--- src/rtl/keypad_scanner_if.sv ---
// Keypad-side and strobe-side signals of the keypad scanner.
// The master modport is the scanner; the slave modport is the keypad/consumer side.
interface keypad_scanner_if;
  logic [3:0] row_n;
  logic [3:0] col_n;
  logic       b_0, b_1, b_2, b_3, b_4, b_5, b_6, b_7;
  logic       b_8, b_9, b_a, b_b, b_c, b_d, b_e, b_f;
  logic       key_down;
  logic [3:0] key_code;

  modport master (
    input  row_n,
    output col_n,
    output b_0, b_1, b_2, b_3, b_4, b_5, b_6, b_7,
    output b_8, b_9, b_a, b_b, b_c, b_d, b_e, b_f,
    output key_down, key_code
  );

  modport slave (
    output row_n,
    input  col_n,
    input  b_0, b_1, b_2, b_3, b_4, b_5, b_6, b_7,
    input  b_8, b_9, b_a, b_b, b_c, b_d, b_e, b_f,
    input  key_down, key_code
  );
endinterface

--- src/rtl/keypad_scanner.sv ---
// 4x4 active-low keypad scanner with press/release debounce; emits one
// single-cycle hex strobe per accepted key press.
module keypad_scanner #(
  parameter int SCAN_DIV         = 1000,
  parameter int DEBOUNCE_SAMPLES = 8
) (
  input  logic              clk,
  input  logic              rst_n,
  keypad_scanner_if.master  kp
);

  localparam int DIV_W = (SCAN_DIV > 1) ? $clog2(SCAN_DIV) : 1;
  localparam int CNT_W = $clog2(DEBOUNCE_SAMPLES + 1);

  typedef enum logic [1:0] {SCAN, PRESS_DB, HELD, REL_DB} state_t;

  logic [3:0]       row_p0, row_p1;
  logic [DIV_W-1:0] div_q;
  logic             tick;
  state_t           state_q, state_d;
  logic [1:0]       col_q, col_d;
  logic [1:0]       cand_q, cand_d;
  logic [CNT_W-1:0] cnt_q, cnt_d, cnt_inc;
  logic [15:0]      strobe_q, strobe_d;
  logic             key_down_q, key_down_d;
  logic [3:0]       key_code_q, key_code_d;
  logic             any_low, cand_low;
  logic [1:0]       low_row;
  logic             accept, release_done;
  logic [1:0]       acc_row;

  function automatic logic [3:0] key_map(input logic [1:0] row, input logic [1:0] col);
    logic [3:0] code;
    code = 4'h0;
    case ({row, col})
      4'h0: code = 4'h1;  4'h1: code = 4'h2;  4'h2: code = 4'h3;  4'h3: code = 4'hA;
      4'h4: code = 4'h4;  4'h5: code = 4'h5;  4'h6: code = 4'h6;  4'h7: code = 4'hB;
      4'h8: code = 4'h7;  4'h9: code = 4'h8;  4'hA: code = 4'h9;  4'hB: code = 4'hC;
      4'hC: code = 4'hE;  4'hD: code = 4'h0;  4'hE: code = 4'hF;  4'hF: code = 4'hD;
      default: code = 4'h0;
    endcase
    return code;
  endfunction

  // Stage p0/p1: two-flop synchronizer for the asynchronous rows.
  always_ff @(posedge clk or negedge rst_n) begin
    if (!rst_n) begin
      row_p0 <= 4'hF;
      row_p1 <= 4'hF;
    end else begin
      row_p0 <= kp.row_n;
      row_p1 <= row_p0;
    end
  end

  // Free-running divider; never restarted by state changes.
  always_ff @(posedge clk or negedge rst_n) begin
    if (!rst_n) begin
      div_q <= '0;
    end else if (div_q == DIV_W'(SCAN_DIV - 1)) begin
      div_q <= '0;
    end else begin
      div_q <= div_q + DIV_W'(1);
    end
  end

  assign tick     = (div_q == DIV_W'(SCAN_DIV - 1));
  assign any_low  = ~&row_p1;
  assign cand_low = ~row_p1[cand_q];
  assign cnt_inc  = cnt_q + CNT_W'(1);

  always_comb begin
    low_row = 2'd3;
    if      (!row_p1[0]) low_row = 2'd0;
    else if (!row_p1[1]) low_row = 2'd1;
    else if (!row_p1[2]) low_row = 2'd2;
  end

  always_comb begin
    state_d      = state_q;
    col_d        = col_q;
    cand_d       = cand_q;
    cnt_d        = cnt_q;
    strobe_d     = '0;
    key_down_d   = key_down_q;
    key_code_d   = key_code_q;
    accept       = 1'b0;
    release_done = 1'b0;
    acc_row      = cand_q;

    if (tick) begin
      case (state_q)
        SCAN: begin
          if (any_low) begin
            cand_d  = low_row;
            acc_row = low_row;
            cnt_d   = CNT_W'(1);
            if (DEBOUNCE_SAMPLES == 1) accept = 1'b1;
            else                       state_d = PRESS_DB;
          end else begin
            col_d = col_q + 2'd1;
          end
        end
        PRESS_DB: begin
          if (cand_low) begin
            cnt_d = cnt_inc;
            if (cnt_inc == CNT_W'(DEBOUNCE_SAMPLES)) accept = 1'b1;
          end else begin
            state_d = SCAN;
            col_d   = col_q + 2'd1;
          end
        end
        HELD: begin
          if (!cand_low) begin
            cnt_d = CNT_W'(1);
            if (DEBOUNCE_SAMPLES == 1) release_done = 1'b1;
            else                       state_d = REL_DB;
          end
        end
        REL_DB: begin
          if (!cand_low) begin
            cnt_d = cnt_inc;
            if (cnt_inc == CNT_W'(DEBOUNCE_SAMPLES)) release_done = 1'b1;
          end else begin
            state_d = HELD;
          end
        end
        default: state_d = SCAN;
      endcase
    end

    if (accept) begin
      state_d    = HELD;
      key_code_d = key_map(acc_row, col_q);
      key_down_d = 1'b1;
      strobe_d   = 16'(1) << key_code_d;
    end
    if (release_done) begin
      state_d    = SCAN;
      key_down_d = 1'b0;
      col_d      = col_q + 2'd1;
    end
  end

  always_ff @(posedge clk or negedge rst_n) begin
    if (!rst_n) begin
      state_q    <= SCAN;
      col_q      <= 2'd0;
      cand_q     <= 2'd0;
      cnt_q      <= '0;
      strobe_q   <= '0;
      key_down_q <= 1'b0;
      key_code_q <= 4'h0;
    end else begin
      state_q    <= state_d;
      col_q      <= col_d;
      cand_q     <= cand_d;
      cnt_q      <= cnt_d;
      strobe_q   <= strobe_d;
      key_down_q <= key_down_d;
      key_code_q <= key_code_d;
    end
  end

  assign kp.col_n    = ~(4'b0001 << col_q);
  assign kp.key_down = key_down_q;
  assign kp.key_code = key_code_q;
  assign kp.b_0 = strobe_q[0];
  assign kp.b_1 = strobe_q[1];
  assign kp.b_2 = strobe_q[2];
  assign kp.b_3 = strobe_q[3];
  assign kp.b_4 = strobe_q[4];
  assign kp.b_5 = strobe_q[5];
  assign kp.b_6 = strobe_q[6];
  assign kp.b_7 = strobe_q[7];
  assign kp.b_8 = strobe_q[8];
  assign kp.b_9 = strobe_q[9];
  assign kp.b_a = strobe_q[10];
  assign kp.b_b = strobe_q[11];
  assign kp.b_c = strobe_q[12];
  assign kp.b_d = strobe_q[13];
  assign kp.b_e = strobe_q[14];
  assign kp.b_f = strobe_q[15];

endmodule

--- src/flat_wrapper.sv ---
// flat-port wrapper written by rule: the top's interface ports become plain ports
module keypad_scanner_flat 
#(
  parameter int SCAN_DIV         = 1000,
  parameter int DEBOUNCE_SAMPLES = 8
)
  (clk, rst_n, kp_row_n, kp_col_n, kp_b_0, kp_b_1, kp_b_2, kp_b_3, kp_b_4, kp_b_5, kp_b_6, kp_b_7, kp_b_8, kp_b_9, kp_b_a, kp_b_b, kp_b_c, kp_b_d, kp_b_e, kp_b_f, kp_key_down, kp_key_code);
  keypad_scanner_if kp_i ();
  input  logic clk;
  input  logic rst_n;
  input wire logic [$bits(kp_i.row_n)-1:0] kp_row_n;
  output wire logic [$bits(kp_i.col_n)-1:0] kp_col_n;
  output wire logic [$bits(kp_i.b_0)-1:0] kp_b_0;
  output wire logic [$bits(kp_i.b_1)-1:0] kp_b_1;
  output wire logic [$bits(kp_i.b_2)-1:0] kp_b_2;
  output wire logic [$bits(kp_i.b_3)-1:0] kp_b_3;
  output wire logic [$bits(kp_i.b_4)-1:0] kp_b_4;
  output wire logic [$bits(kp_i.b_5)-1:0] kp_b_5;
  output wire logic [$bits(kp_i.b_6)-1:0] kp_b_6;
  output wire logic [$bits(kp_i.b_7)-1:0] kp_b_7;
  output wire logic [$bits(kp_i.b_8)-1:0] kp_b_8;
  output wire logic [$bits(kp_i.b_9)-1:0] kp_b_9;
  output wire logic [$bits(kp_i.b_a)-1:0] kp_b_a;
  output wire logic [$bits(kp_i.b_b)-1:0] kp_b_b;
  output wire logic [$bits(kp_i.b_c)-1:0] kp_b_c;
  output wire logic [$bits(kp_i.b_d)-1:0] kp_b_d;
  output wire logic [$bits(kp_i.b_e)-1:0] kp_b_e;
  output wire logic [$bits(kp_i.b_f)-1:0] kp_b_f;
  output wire logic [$bits(kp_i.key_down)-1:0] kp_key_down;
  output wire logic [$bits(kp_i.key_code)-1:0] kp_key_code;
  assign kp_i.row_n = kp_row_n;
  assign kp_col_n = kp_i.col_n;
  assign kp_b_0 = kp_i.b_0;
  assign kp_b_1 = kp_i.b_1;
  assign kp_b_2 = kp_i.b_2;
  assign kp_b_3 = kp_i.b_3;
  assign kp_b_4 = kp_i.b_4;
  assign kp_b_5 = kp_i.b_5;
  assign kp_b_6 = kp_i.b_6;
  assign kp_b_7 = kp_i.b_7;
  assign kp_b_8 = kp_i.b_8;
  assign kp_b_9 = kp_i.b_9;
  assign kp_b_a = kp_i.b_a;
  assign kp_b_b = kp_i.b_b;
  assign kp_b_c = kp_i.b_c;
  assign kp_b_d = kp_i.b_d;
  assign kp_b_e = kp_i.b_e;
  assign kp_b_f = kp_i.b_f;
  assign kp_key_down = kp_i.key_down;
  assign kp_key_code = kp_i.key_code;
  keypad_scanner #(.SCAN_DIV(SCAN_DIV), .DEBOUNCE_SAMPLES(DEBOUNCE_SAMPLES)) u_core (.clk(clk), .rst_n(rst_n), .kp(kp_i));
endmodule
--- config.mk ---
export PLATFORM = sky130hd
export DESIGN_NAME = keypad_scanner_flat
export DESIGN_NICKNAME = d
export VERILOG_FILES = /design/src/rtl/keypad_scanner_if.sv /design/src/rtl/keypad_scanner.sv /design/src/flat_wrapper.sv
export SDC_FILE = /design/constraint.sdc
export NUM_CORES = 1
export LEC_CHECK = 0
export ABC_AREA = 1
export CORE_MARGIN = 2
export CORE_UTILIZATION = 55
export DETAILED_ROUTE_END_ITERATION = 6
export PLACE_DENSITY = 0.86
export SLEW_MARGIN = 25
export SYNTH_ARGS = -nofsm -noshare
export SYNTH_HDL_FRONTEND = slang
export SYNTH_SLANG_ARGS = --single-unit
export TNS_END_PERCENT = 1
--- constraint.sdc ---
create_clock -name clk -period 5 [get_ports clk]
set_input_delay 0.5 -clock clk [delete_from_list [all_inputs] [get_ports clk]]
set_output_delay 0.5 -clock clk [all_outputs]
set_load 0.01 [all_outputs]
==> results of run 1 <==
## cell type report
type | count | share of cell area [%]
inverter | 29 | 3.93
clock buffer | 5 | 2.43
multi-input combinational | 176 | 34.9
timing repair buffer | 31 | 11.4
tap | 50 | 2.21
sequential | 49 | 43.7
clock inverter | 3 | 1.46
## flip-flops by register name, indices dropped and copies added (netlist names)
register / flops
u_core.row_p0: 4
u_core.kp.key_code: 4
u_core.kp.key_down: 1
u_core.strobe_q: 16
u_core.cnt_q: 4
u_core.col_q: 2
u_core.cand_q: 2
u_core.row_p1: 4
u_core.state_q: 2
u_core.div_q: 10
## where the power goes
group          internal [mW]  leakage (nW)  switching, mW  total (mW)
Sequential             0.402         0.643        0.00138       0.403
Combinational        0.00661         0.605         0.0112      0.0178
Clock                  0.147        0.0518          0.128       0.275
Total                  0.556          1.30          0.140       0.696
## through the flow
| step | instance area [um^2] | hold slack (ns) |
|---|---|---|
| detailed placement | 2720 | 0.347 |
| finish | 2830 | 0.190 |
| CTS | 2830 | 0.203 |
| global placement | 2690 | 0.346 |
| global route | 2830 | 0.227 |
| floorplan | 2360 | 0.204 |
## kinds of logic (layout without fill, tap and decap cells)
logic type | Yosys count | in the layout | share of synthesized area (%)
simple gates | 138 | 138 | 30.1
fa+ha+maj | 8 | 8 | 4.24
buf+inv | 32 | 68 | 5.88
compound gates | 26 | 26 | 6.03
flops | 49 | 49 | 52.3
xor+xnor | 4 | 4 | 1.48
## path summary, 6_finish.rpt
check                                     end  slack [ns]  depth (start not counted)
setup / recovery                  kp_col_n[0]        2.71                          4
hold / removal                u_core.col_q[1]        0.19                          1
setup reg to reg           u_core.strobe_q[5]        2.75                         13
hold reg to reg              u_core.row_p1[0]        0.36                          0
max in group asynchronous  u_core.strobe_q[4]        4.30                          2
min in group clk             u_core.row_p1[0]        0.36                          0
## routing by layer
metal  share of wire (%)  wire length, um  global-route usage, %
met1                  47             2100                   27.1
met2                  48             2100                   32.4
met3                 3.8              168                   4.51
met4                 1.2               51                   5.45
met5                   0                0                      0
## Yosys cell counts
cell type	instances
nor2_1	37
nand2_4	2
o21bai_2	1
nand2_1	45
o21a_1	1
inv_2	3
dfrtp_1	41
nand2_2	4
xnor2_1	1
buf_6	2
and3_1	1
nand3_1	21
buf_2	1
xor2_1	3
and2_1	1
o21ai_0	11
dfstp_2	8
nor2_4	4
ha_1	8
nand3_2	11
nor2_2	4
o21ai_2	1
o21ai_1	1
nand3b_1	1
a21oi_1	11
nor3b_4	1
inv_1	25
nor3_1	5
nor4_1	1
inv_4	1
## worst register-to-register path: cells and delay by family (launching register included)
kind,cells,cell delay (ns)
AND/OR/NAND/NOR,11,1.52
buffers and inverters,1,0.09
flip-flops,1,0.38
adder cells (fa/ha/maj),1,0.20
==> metrics.md, run 1 <==
| Metric | Value |
|---|---|
| Status | finished, final reports clean |
| Die Y | 69.6 um |
| HPWL after DPL | between 3000 and 4000 um |
| Iter 0 DRT Violations | between 70 and 80 |
| Initial antenna violation count | 0 |
| Fin. max-slew vios | 0 |
| Final hold vios | 0 |
| Final period util | 45.9% |
| Unrepaired setup endpoints after global routing | false |
| CTS sink count | 49 |
| Synth Register Bits | 49 |
| Synth warnings | 0 |
| Critical-path cell list | inv_1 > ha_1 > inv_1 > clkdlybuf4s50_1 |
| Crit-path slowest cell | clkdlybuf4s50_1 |
| Mapped Area | 2360 um^2 |
| Reg2reg start | u_core.div_q[0] |
| Total track usage | 19.9% |
| Util after Layout | 69.8% |
| Setup crit start kind | flip-flop |
| Critical setup path kind | reg -> out |
| Largest net degree at the start of global routing | 26 |
| Largest fanout on the critical path | 6 |
| Clock tree buffer depth | 2 |
| Cell family with most CP delay | buffers and inverters |
| Final #Nets | 306 |
| CP bufs+invs | 3 |
| DIE AREA | just under 5000 um^2 |
| Initial DRT Pass Iterations | 4 |
| Cts repair resizes | 0 |
| # port buffers | 30 |
| RePlAce Congestion | 0.830 |
| Area taken by multi-input logic gates | 988 um^2 |
| Syn Nets | 271 |
| Post-Route Skew | 0.00259 ns |
| CTS Buf Count | 5 |
| First-pass GRT wire length | 7680 um |
| Most frequent cells in the layout | nand2_1, dfrtp_1, nor2_1, clkdlybuf4s50_1, inv_1 |
| Reg area | between 1000 and 1500 um^2 |
| Layout cells sized above 1 | 16.7% |
| Area grow syn2layout | 19.8% |
| Top area cells in the synthesized netlist | dfrtp_1, dfstp_2, nand2_1, nor2_1, nand3_2 |
| Seq/Total Area, Yosys | a little over half |
| Post-route ant nets | 0 |
| TritonCTS clock tree | done |
| Crit path from | u_core.col_q[0] |
| Cell Rows | 23 |
| Setup ws final | 2.71 ns |
| Hold-fix buffers, CTS | 0 |
| Minimum clock period after layout | between 2 and 2.5 ns |
| Critical path data arrival time | 1.79 ns |
| Clk Latency, worst-skew pair | 0.30 ns |
| Max Fclk | 436 MHz |
| Final WL | 4420 um |
| Drt drc | 0 |
| # Max-Cap Violations | 0 |
| DR vias/cell | just over 5 |
| P_leak | between 1 and 1.5 nW |
| Pwr/cell area | 246 nW/um^2 |
| Initial Util | 58.2% |
| Setup Viol. Count Final | 0 |
| Root buf cell | clkbuf_8 |
| Clk slew on worst S/H paths | approximately 0.09 ns |
| Worst hold-check path type | in -> async |
| Post-Layout Cell Count | 343 |
| Gr ovfl total | 0 |
| Power, Total | approximately 700 uW |
| Avg Inst Size Synth | 9.20 um^2 |
| Max stage delay on crit path | 0.52 ns |
| Max transition margin | between 60% and 70% |
| Mapped Cells | approximately 260 |
| # IOs | 31 |
| Leading cell type in the layout, fill and taps excluded | nand2_1 |
| Most frequent CP cell | inv_1 |
| Top-area cell type share of the netlist area | between 40% and 50% |
| Fillers | between 300 and 400 |
| Worst slew pin tran | 0.573 ns |
| Setup TNS | 0 ns |
| Yosys cell types | 30 |
| Post CTS Setup Buffer Count | 0 |
| Ant diodes | 0 |
| Largest area contributor in the netlist | dfrtp_1 |
| WL per Instance | roughly 13 um |
| Worst slack at placement | 2.82 ns |
| Maximum vdd drop | 220 uV |
| Via count | 1761 |
| CORE AREA | 4060 um^2 |
| Critical Path Sink Type | output port |
| Die Span X | 69.6 um |
| Dpl cells | about 340 |
| Vias in the first global route | between 1500 and 2000 |
| CP required | 4.50 ns |
| H-tree depth | 2 |
Power figures use the tool's default switching activity.
==> run 2: changes to the inputs <==
- CORE_UTILIZATION: 55 -> 54
- PLACE_DENSITY: 0.86 -> 0.84
- clock period: 5 -> 2.2 ns (I/O delays scaled with it)
==> run 2 against run 1 <==
  * The run now ends with hold timing left
  * Core utilization fell by 3.3 points
  * Hold slack got worse by 0.19 ns
  * Critical path type unchanged
  * Power rose by 130%
  * Combinational power rose by 99%
  * Critical endpoint unchanged
==> metrics.md, run 2 (synthesis gave the netlist of run 1 again) <==
| Metric | Value |
|---|---|
| FF-to-FF End | u_core.state_q[0] |
| Initial antenna violation count | 0 (unchanged) |
| Crit-path slowest cell | clkdlybuf4s50_1 |
| Critical setup path kind | reg -> out |
| DR vias/cell | 5.17 (+0.63%) |
| TritonCTS clock tree | done |
| Via count | 1798 (+2.1%) |
| Final period util | 91.8% |
| Die Span X | 70.2 um (+0.87%) |
| Max reg flops | 16 (unchanged) |
| Worst slew pin tran | 0.795 ns (+0.222 ns) |
| Failing checks | hold timing |
| Largest fanout on the critical path | 6 (unchanged) |
| Max stage delay on crit path | 0.53 ns (about the same) |
| CTS sink count | 49 (unchanged) |
| Ant diodes | 0 (unchanged) |
| Max Fclk | between 400 and 500 MHz |
| Worst Reg-to-Reg Cells | 10 (-3) |
| First-pass GRT wire length | 7560 um (-1.5%) |
| Most frequent cells in the layout | nand2_1, dfrtp_1, nor2_1, clkdlybuf4s50_1, inv_1 |
| CTS Buf Count | 5 (unchanged) |
| Critical-path cell list | inv_1 > ha_1 > inv_1 > clkdlybuf4s50_1 |
| P_leak | 1.31 nW (+1.1%) |
| Setup crit start kind | flip-flop |
| Fillers | 335 (+4.7%) |
| Iter 0 DRT Violations | 101 (+35%) |
| Total track usage | 19.4% (-0.53 points) |
| Final WL | 4450 um (+0.57%) |
| WL per Instance | 12.8 um (-0.88%) |
| Setup Viol. Count Final | 0 (unchanged) |
| Clk slew on worst S/H paths | 0.09 ns (about the same) |
| CP required | 1.98 ns (-2.52 ns) |
| Max transition margin | 47.0% (-15 points) |
| Final #Nets | 309 (+0.98%) |
| Fin. max-slew vios | 0 (unchanged) |
| DP Area | 2710 um^2 (-0.37%) |
| Vias in the first global route | 1685 (-0.059%) |
| Die Y | 70.2 um (+0.87%) |
| DIE AREA | 4920 um^2 (+1.7%) |
| Hold slack | -0.00201 ns (-0.192 ns) |
| Worst hold-check path type | in -> async |
| Leading cell type in the layout, fill and taps excluded | nand2_1 |
| # Max-Cap Violations | 0 (unchanged) |
| R2r setup slk | 0.19 ns (-2.56 ns) |
| Root buf cell | clkbuf_8 |
| Largest net degree at the start of global routing | 40 (+54%) |
| Post-route ant nets | 0 (unchanged) |
| # port buffers | 30 (unchanged) |
| Most frequent CP cell | inv_1 |
| Layout cells sized above 1 | 18.2% (+1.5 points) |
| # IOs | 31 (unchanged) |
| Initial DRT Pass Iterations | 4 (unchanged) |
| CORE AREA | 4290 um^2 (+5.8%) |
| Pwr/cell area | 566 nW/um^2 (+130%) |
| Clk Latency, worst-skew pair | 0.30 ns (about the same) |
| Critical Path Sink Type | output port |
| Clock tree buffer depth | 2 (unchanged) |
| Hold-fix buffers, CTS | 0 (unchanged) |
| Area grow syn2layout | 20.8% |
| Gr ovfl total | 0 (unchanged) |
| CP bufs+invs | 3 (unchanged) |
| Biggest regs | u_core.strobe_q: 16 flops, u_core.div_q: 10 flops |
| Final hold vios | 4 (+4) |
| Post-Route Skew | 0.00870 ns (+0.00611 ns) |
| Cell family with most CP delay | buffers and inverters |
| Final instance area | 2850 um^2 (+0.80%) |
| Cell Rows | 24 (+4.3%) |
| Reg with most FFs | u_core.strobe_q |
| Util after Layout | 66.5% (-3.3 points) |
| Status | finished, violations left |
| Critical path data arrival time | 1.80 ns (about the same) |
| HPWL after DPL | 3290 um (-1.5%) |
| Drt drc | 0 (unchanged) |
| H-tree depth | 2 (unchanged) |
| RePlAce Congestion | 0.846 (+1.9%) |
| Minimum clock period after layout | 2.02 ns |
| Reg2reg start | u_core.div_q[0] |
| Maximum vdd drop | 419 uV (+91%) |
| Initial Util | 55.0% (-3.2 points) |
==> run 2: changes by cell type in the layout (fill, tap and decap cells not counted) <==
cell      before  now
clkinv_1       1    0
clkbuf_8       5    6
buf_4          0    4
nand2_1       45   44
buf_16         1    0
nor2_2         4    3
nand2_2        4    5
nor2_4         4    5
==> run 2: area by class of cell <==
type                    instances  area, um^2  share of cell area (%)
well taps                      52        65.1                    2.28
clock buffers                   6        82.6                    2.89
inverters                      29         111                    3.90
flip-flops and latches         49        1240                    43.3
clock inverters                 2        37.5                    1.32
multi-input cells             176         996                    34.9
repair buffers                 34         325                    11.4
==> run 2: worst max-delay path by stage <==
stage	start	end	slack, ns	cells past startpoint
after global routing	u_core.div_q[0]	u_core.strobe_q[1]	-0.0005	13
after global placement	u_core.div_q[0]	u_core.strobe_q[11]	0.30	13
after CTS	u_core.div_q[0]	u_core.strobe_q[1]	0.08	13
final	u_core.col_q[0]	kp_col_n[0]	0.18	4
after detailed placement	u_core.div_q[0]	u_core.strobe_q[1]	0.14	13
after floorplan	u_core.div_q[0]	u_core.strobe_q[10]	0.56	10
==> run 2: worst register-to-register path: stages, from the launching register on <==
cell and delay, ns:
dfrtp_1 0.38, ha_1 0.21, nand2_1 0.10, inv_2 0.08, nand3_2 0.09, nor2_4 0.17, buf_4 0.13, buf_4 0.12
inv_1 0.10, nor3_1 0.38, nor3_1 0.12
==> run 2: metal layers <==
| layer | global-route usage, % | part of all wire [%] | vias up |
|---|---|---|---|
| met2 | 32.0 | 49 | 44 |
| met1 | 25.6 | 45 | 848 |
| met3 | 4.62 | 4.1 | 10 |
| met5 | 0 | 0 | - |
| li1 | - | - | 896 |
| met4 | 5.98 | 1.7 | 0 |
==> run 2: power by group <==
group          internal, mW  leakage (nW)  switching, mW  total, mW
sequential            0.913         0.643        0.00357      0.917
combinational        0.0113         0.613         0.0243     0.0355
clock                 0.370        0.0574          0.293      0.663
==> run 2: stage by stage <==
step	hold WS, ns	TNS (ns)	total power [mW]	std cells	setup WS [ns]
after floorplan	-0.0756	0	0.943	257	0.555
after global placement	0.347	0	0.970	338	0.303
after detailed placement	0.349	0	0.971	338	0.143
after CTS	0.0309	0	1.62	346	0.0848
after global routing	0.0808	-0.000526	1.67	348	-0.000526
final	-0.00201	0	1.62	348	0.179
==> run 2: timing repair <==
| action | CTS | global route |
|---|---|---|
| buffers inserted | 0 | 2 |
| resized for setup | 0 | 2 |
| setup endpoints to repair | 0 | 17 |
